File: config.mk
export PLATFORM = sky130hd
export DESIGN_NAME = indicator_write_ctrl
export DESIGN_NICKNAME = d
export VERILOG_FILES = /design/src/rtl/indicator_write_ctrl.sv
export SDC_FILE = /design/constraint.sdc
export NUM_CORES = 1
export LEC_CHECK = 0
export ABC_AREA = 1
export BUFFER_PORTS_ARGS = -buffer_cell sky130_fd_sc_hd__buf_2
export CORE_ASPECT_RATIO = 1.25
export CORE_MARGIN = 2
export CORE_UTILIZATION = 36
export DETAILED_ROUTE_END_ITERATION = 10
export PLACE_DENSITY = 0.56
export RECOVER_POWER = 100
export SKIP_LAST_GASP = 1
export SLEW_MARGIN = 20
export SYNTH_ARGS = -nofsm -noshare
export SYNTH_HDL_FRONTEND = slang
export SYNTH_SLANG_ARGS = --single-unit
File: constraint.sdc
create_clock -name clk -period 4.2 [get_ports clk]
set_clock_uncertainty 0.05 [all_clocks]
set_input_delay 0.63 -clock clk [delete_from_list [all_inputs] [get_ports clk]]
set_output_delay 0.63 -clock clk [all_outputs]
set_load 0.005 [all_outputs]
File: src/rtl/indicator_write_ctrl.sv
`default_nettype none
//============================================================================
// Module   : indicator_write_ctrl
// Brief    : Round-robin arbiter for two 16-bit word requesters. Writes the
//            granted word as four nibbles to the indicator output register.
// Revision : 1.0 - initial release
//============================================================================
module indicator_write_ctrl #(
    parameter int WR_GAP = 0
) (
    input  logic        clk,
    input  logic        Reset,
    input  logic        req_a,
    input  logic [15:0] data_a,
    output logic        ack_a,
    input  logic        req_b,
    input  logic [15:0] data_b,
    output logic        ack_b,
    output logic        wr,
    output logic [3:0]  Data,
    output logic [1:0]  PortID,
    output logic        busy,
    output logic        done
);

    localparam logic [1:0] c_ST_IDLE  = 2'd0;
    localparam logic [1:0] c_ST_WRITE = 2'd1;
    localparam logic [1:0] c_ST_GAP   = 2'd2;
    localparam logic [1:0] c_ST_DONE  = 2'd3;
    localparam logic [3:0] c_GAP      = 4'(WR_GAP);

    logic [1:0]  r_state;
    logic [1:0]  r_idx;
    logic [3:0]  r_gap_cnt;
    logic [15:0] r_shadow;
    logic        r_last_b;

    logic        w_grant_a;
    logic        w_grant_b;
    logic [15:0] w_win_data;
    logic [1:0]  w_idx_nxt;
    logic [3:0]  w_nib_nxt;

    // A wins a tie unless A was granted last time.
    assign w_grant_a  = req_a & (~req_b | r_last_b);
    assign w_grant_b  = req_b & ~w_grant_a;
    assign w_win_data = w_grant_a ? data_a : data_b;
    assign w_idx_nxt  = r_idx + 2'd1;
    assign w_nib_nxt  = r_shadow[{w_idx_nxt, 2'b00} +: 4];

    always_ff @(posedge clk or posedge Reset) begin
        if (Reset) begin
            r_state   <= c_ST_IDLE;
            r_idx     <= 2'd0;
            r_gap_cnt <= 4'd0;
            r_shadow  <= 16'h0000;
            r_last_b  <= 1'b1;
            ack_a     <= 1'b0;
            ack_b     <= 1'b0;
            wr        <= 1'b0;
            Data      <= 4'h0;
            PortID    <= 2'd0;
            busy      <= 1'b0;
            done      <= 1'b0;
        end else begin
            ack_a <= 1'b0;
            ack_b <= 1'b0;
            wr    <= 1'b0;
            done  <= 1'b0;
            case (r_state)
                c_ST_IDLE: begin
                    busy <= 1'b0;
                    if (w_grant_a || w_grant_b) begin
                        r_shadow <= w_win_data;
                        r_last_b <= w_grant_b;
                        r_idx    <= 2'd0;
                        r_state  <= c_ST_WRITE;
                        ack_a    <= w_grant_a;
                        ack_b    <= w_grant_b;
                        wr       <= 1'b1;
                        PortID   <= 2'd0;
                        Data     <= w_win_data[3:0];
                        busy     <= 1'b1;
                    end
                end
                c_ST_WRITE: begin
                    if (r_idx == 2'd3) begin
                        r_state <= c_ST_DONE;
                        done    <= 1'b1;
                    end else if (c_GAP == 4'd0) begin
                        r_idx  <= w_idx_nxt;
                        wr     <= 1'b1;
                        PortID <= w_idx_nxt;
                        Data   <= w_nib_nxt;
                    end else begin
                        r_gap_cnt <= c_GAP;
                        r_state   <= c_ST_GAP;
                    end
                end
                c_ST_GAP: begin
                    // Counter is loaded with the gap length, so the write
                    // for the next nibble is issued on the edge it hits 1.
                    if (r_gap_cnt == 4'd1) begin
                        r_gap_cnt <= 4'd0;
                        r_idx     <= w_idx_nxt;
                        r_state   <= c_ST_WRITE;
                        wr        <= 1'b1;
                        PortID    <= w_idx_nxt;
                        Data      <= w_nib_nxt;
                    end else begin
                        r_gap_cnt <= r_gap_cnt - 4'd1;
                    end
                end
                c_ST_DONE: begin
                    busy    <= 1'b0;
                    r_state <= c_ST_IDLE;
                end
                default: begin
                    busy    <= 1'b0;
                    r_state <= c_ST_IDLE;
                end
            endcase
        end
    end

endmodule
`default_nettype wire

==> impl_results.md, run 1 <==
- Number of synthesized flops with an enable pin: 0
- Hold Violations, Final: 0
- GRT Total Usage: between 10 and 15%
- Worst setup margin: 1700 ps
- # IOs: 47
- DRC viols: 0
- Post-synth top cells: nand2_1, dfrtp_1, inv_1
- Post-Syn Area: 0.00199 mm²
- Failing checks: capacitance limit, slew limit
- Pwr Density: 649 mW/mm²
- Largest stage delay, worst path: 530 ps
- Worst hold slack: 422 ps
- Least-Margin Pin Slew: 1760 ps
- Ys Warns: 0
- TritonRoute pass-1 iters: 4
- Fmax: 0.400 GHz
- Critical path's slowest cell: dfstp_2
- DR iter-0 viols: 84
- Chip width: 70.5 µm
- CTS Root Cell: clkbuf_8
- GRT Residual Overflow: 0
- Type of origin of the critical path: flop
- Seq/Total Area, Yosys: 42.9%
- Post-CTS sizing: 0
- Setup TNS: 0 ps
- Vias per cell: 4.57
- Max-Cap Viols: 1
- CTS H-Tree Depth: 2
- Count leader, synth: nand2_1
- DR vias: 1724
- Initial antenna violation count: 0
- Req. time, crit path: 4370 ps
- Syn_nets: 311
- Area leader, netlist: dfrtp_1
- Clock-pin slew on the worst setup and hold paths: ~60 ps
- Die H: 87.1 µm
- Crit path DAT: 2670 ps
- Max Slew Vio Count: 35
- TritonCTS clock tree: done
- Worst IR Drop VDD: 166 µV
- Setup violators final: 0
- Site Rows: 30
- First-pass GRT wire length: 7270 µm
- Vias in the first global route: 1657
- RSZ-0062 raised after global routing: no
- Top post-synthesis cells by area: dfrtp_1, nand2_1, nand3_1, inv_1, ha_1
- Distinct cell type count after synthesis: 26
- Synth Flop Type: dfrtp_1
- Outcome: finished, violations left
- PortBufs: 46
- CP Capture Type: flop
- Initial core utilization: 37.0%
- Setup bufs post-CTS: 0
- FFs w/ async S/R, synth: 100%
- Largest net degree at the start of global routing: 35
- Hold buffer count at CTS: 0
- Post-synthesis cell count: between 200 and 300
- RePlAce Congestion: 0.794
- WS Path Type: reg2reg
- Min-Delay Path Class: reg2reg
- Worst slew margin: -17.4%
- Layout cells sized above 1: 20.1%
- Syn_area_per_cell: ~7.4 µm²
- Fin nets: approximately 360
- Worst path most repeated cell: nand2_1
- Final Cycle Share: 59.6%
- Yosys top cell area share: 41.5%
- Post-DRT Antenna Nets: 0
- Static leakage: 1.34 nW
- Worst-case clock buffer depth: 2
- DR WL/cell: approximately 11 µm
- Final WL: 4100 µm
- Clock Latency Late Sink: 280 ps
- Crit Path Max Fanout: 23
- Core Region: between 0.005 and 0.006 mm²
- CTS buffer count: 5
- Register bit total from synthesis: 34
- Final Critical Period: ~2500 ps
- # fillers: roughly 580
- Setup WS pre-CTS: 2170 ps
- Layout Area Growth over Synthesis: 13.2%
- ANT cells: 0
- Die area: 0.00614 mm²
- CP cell instances: inv_1, nand2_1, nand2_1, nand2_1, nand2_1, inv_1, nand2_1, nand2_1
- Sink Count: 34
- Post-DP HPWL: 3170 µm
cells by family (layout without fill, tap and decap cells):
group | after synthesis | in the layout | share of synthesized area, %
adders and majority gates | 8 | 8 | 5.03
xor gates and xnor gates | 1 | 1 | 0.441
DFF | 34 | 34 | 42.9
and+or+nand+nor | 174 | 174 | 38.3
AOI/OAI and AO/OA | 11 | 11 | 3.02
buffers and inverters | 39 | 85 | 10.3
cells in the final DEF (no fill, tap or decap), drive strengths merged:
master,count
nand2,140
buf,44
dfrtp,33
inv,30
nand3,25
clkbuf,10
ha,8
o21ai,7
nor2,6
nand4,3
a21oi,2
clkinvlp,1
xor2,1
a31oi,1
a22o,1
dfstp,1
final timing paths:
path	start	end	slack, ps	cells after the start
max	r_last_b	r_shadow[7]	1700	8
min	Data[0]	Data[0]	420	2
max reg2reg	r_last_b	r_shadow[7]	1700	8
min reg2reg	Data[0]	Data[0]	420	2
max in group asynchronous	Reset	r_shadow[8]	2180	3
min in group asynchronous	Reset	Data[2]	910	3
final cells by class:
cell class / count / area (µm²) / share of cell area [%]
clock buffers: 7 / 76.3 / 3.39
inverters: 31 / 118 / 5.23
multi-input cells: 194 / 893 / 39.7
flip-flops and latches: 34 / 852 / 37.9
well taps: 64 / 80.1 / 3.56
repair buffers: 47 / 231 / 10.3
per-layer routing:
layer / vias up / track usage [%] / wire [µm]
li1: 907 / - / -
met1: 769 / 17.8 / 1800
met2: 41 / 26.2 / 2060
met3: 7 / 3.13 / 161
met4: 0 / 5.77 / 78
met5: - / 0 / 0
worst max-delay path, delay by kind of cell (launching register included):
family	cells	cell delay (ps)
simple gates	6	1350
buf+inv	2	490
flops	1	530
sequential cells by signal, indices dropped and copies added (netlist names):
signal     flops
r_shadow      16
Data           4
r_gap_cnt      4
r_idx          2
r_state        2
ack_a          1
ack_b          1
busy           1
done           1
r_last_b       1
wr             1
power by group:
| part | switching [mW] | leakage [nW] | internal, mW |
|---|---|---|---|
| registers | 0.0933 | 0.422 | 0.481 |
| clock network | 0.106 | 0.0383 | 0.114 |
| logic | 0.411 | 0.876 | 0.255 |
| total | 0.610 | 1.34 | 0.850 |
metrics by stage:
step	instances	total power, mW	cell area (µm²)	util, %
2_1_floorplan	267	1.11	1990	-
3_3_place_gp	370	1.27	2220	41.4
3_5_place_dp	370	1.28	2220	41.4
4_1_cts	377	1.51	2300	42.8
5_1_grt	377	1.64	2250	41.9
6_report	377	1.46	2250	41.9
(Power assumes the default switching activity.)
==> inputs of run 2 (changes only) <==
--- a/config.mk
+++ b/config.mk
@@ -11,7 +11,7 @@
 export CORE_MARGIN = 2
 export CORE_UTILIZATION = 36
 export DETAILED_ROUTE_END_ITERATION = 10
-export PLACE_DENSITY = 0.56
+export PLACE_DENSITY = 0.58
 export RECOVER_POWER = 100
 export SKIP_LAST_GASP = 1
 export SLEW_MARGIN = 20
==> constraint.sdc (replaced) <==
create_clock -name clk -period 2 [get_ports clk]
set_clock_uncertainty 0.05 [all_clocks]
set_input_delay 0.3 -clock clk [delete_from_list [all_inputs] [get_ports clk]]
set_output_delay 0.3 -clock clk [all_outputs]
set_load 0.005 [all_outputs]
==> impl_results.md, run 2 (same netlist as run 1, synthesis figures left out) <==
- Largest net degree at the start of global routing: 35
- GRT Residual Overflow: 0
- Core Region: 0.00537 mm²
- Max Slew Vio Count: 0
- RSZ-0062 raised after global routing: no
- RePlAce Congestion: between 0.8 and 0.9
- Worst-case clock buffer depth: 2
- Chip width: 70.5 µm
- DR vias: 1669
- Initial core utilization: between 30 and 40%
- Hold Violations, Final: 0
- Pwr Density: 1370 mW/mm²
- Initial antenna violation count: 0
- Final Cycle Share: ~85%
- Commonest cells after routing, fill and taps aside: nand2_1, buf_2, dfrtp_1
- Setup bufs post-CTS: 0
- # fillers: 576
- TritonRoute pass-1 iters: 4
- Post-CTS sizing: 0
- CTS Root Cell: clkbuf_8
- DR WL/cell: about 11 µm
- Req. time, crit path: 2190 ps
- Fin nets: 360
- Hold buffer count at CTS: 0
- Multi-input logic area: 923 µm²
- ANT cells: 0
- Sink Count: 34
- Final WL: 4150 µm
- DRC viols: 0
- Site Rows: 30
- CTS H-Tree Depth: 2
- Non-Filler Instances: 381
- Crit path DAT: 1880 ps
- Setup violators final: 0
- Die area: 0.00614 mm²
- Fmax: approximately 0.59 GHz
- Worst IR Drop VDD: 404 µV
- Cell count after placement: 373
- # IOs: 47
- Final Critical Period: between 1500 and 2000 ps
- WS Path Type: reg2reg
- Met2 global-route usage: 26.4%
- Die H: slightly below 90 µm
- PortBufs: 46
- Max reg flops: 16
- Commonest non-fill, non-tap cell in the layout: nand2_1
- Clock-pin slew on the worst setup and hold paths: 70 ps
- Met3 Track Usage GR: 2.78%
- Total design power: 3.18 mW
- TritonCTS clock tree: done
- Worst slew margin: 44.3%
- Post-DRT Antenna Nets: 0
- Critical path's slowest cell: dfstp_2
- Biggest register: r_shadow
- Busiest grt layer: met2
- Min-Delay Path Class: in2async
- Setup TNS: 0 ps
- Register area: 852 µm²
- Largest regs: r_shadow: 16 flops, Data: 4 flops, r_gap_cnt: 4 flops
- First-pass GRT wire length: 7330 µm
- Vias in the first global route: 1612
- Max-Cap Viols: 0
- Met1 usage: 18.7%
- Worst path most repeated cell: nand2_1
- Least-Margin Pin Slew: 835 ps
- Vias per cell: approximately 4.4
- Crit Path Max Fanout: 19
- CP cell instances: inv_1, nand2_4, nand2_1, clkbuf_2, nand3_4, inv_1, nor2_4, nand2_1, nand2_1
- Post-DP HPWL: between 3000 and 4000 µm
- Outcome: complete, no violations
- CP Capture Type: flop
- CTS buffer count: 5
- Worst hold slack: 193 ps
- Largest stage delay, worst path: 530 ps
- Layout cells sized above 1: 22.7%
- DR iter-0 viols: 65
- Layout Area Growth over Synthesis: 16.4%
- Clock Latency Late Sink: between 200 and 300 ps
- GRT Total Usage: 15.4%
- Type of origin of the critical path: flop
- Static leakage: 1.37 nW
## run 2: cell types whose count changed in the layout (fill, tap and decap cells not counted), sizes merged
cell and delta:
clkbuf +2, buf +1, clkinv +1, clkinvlp -1, inv +1
## run 2: final timing paths
kind / startpoint / to / slack [ps] / depth (start not counted)
hold / removal: Reset / r_idx[1] / 190 / 3
hold reg to reg: Data[2] / Data[2] / 430 / 2
setup reg to reg: r_last_b / r_idx[0] / 310 / 9
min in group clk: data_a[9] / r_shadow[9] / 240 / 5
max in group asynchronous: Reset / r_shadow[9] / 1180 / 3
setup / recovery: r_last_b / r_idx[0] / 310 / 9
## run 2: where the power goes
| group | switching [mW] | internal [mW] | leakage, nW |
|---|---|---|---|
| clock network | 0.252 | 0.278 | 0.0482 |
| registers | 0.169 | 1.01 | 0.422 |
| logic | 0.916 | 0.553 | 0.901 |
## run 2: worst max-delay path: cells and delay by family (launching register included)
family | cells | cell delay, ps
DFF | 1 | 530
buffers and inverters | 3 | 470
and+or+nand+nor | 6 | 590
## run 2: layout make-up
cell class	count	share of cell area, %
flip-flops and latches	34	36.8
multi-input cells	194	39.9
inverters	31	5.25
well taps	64	3.46
clock inverters	1	0.216
repair buffers	50	10.6
clock buffers	7	3.73
## run 2: layer usage
metal  share of wire (%)  wire length, µm
met1                  46             1900
met2                  49             2040
met4                 1.4               59
met5                   0                0
met3                 3.6              151
## run 2: stage by stage
stage,cell area [µm²],setup slack [ps],util [%]
6_report,2310,306,43.1
5_1_grt,2310,119,43.1
4_1_cts,2340,326,43.5
3_5_place_dp,2240,332,41.8
3_3_place_gp,2240,431,41.8
2_1_floorplan,1990,567,-
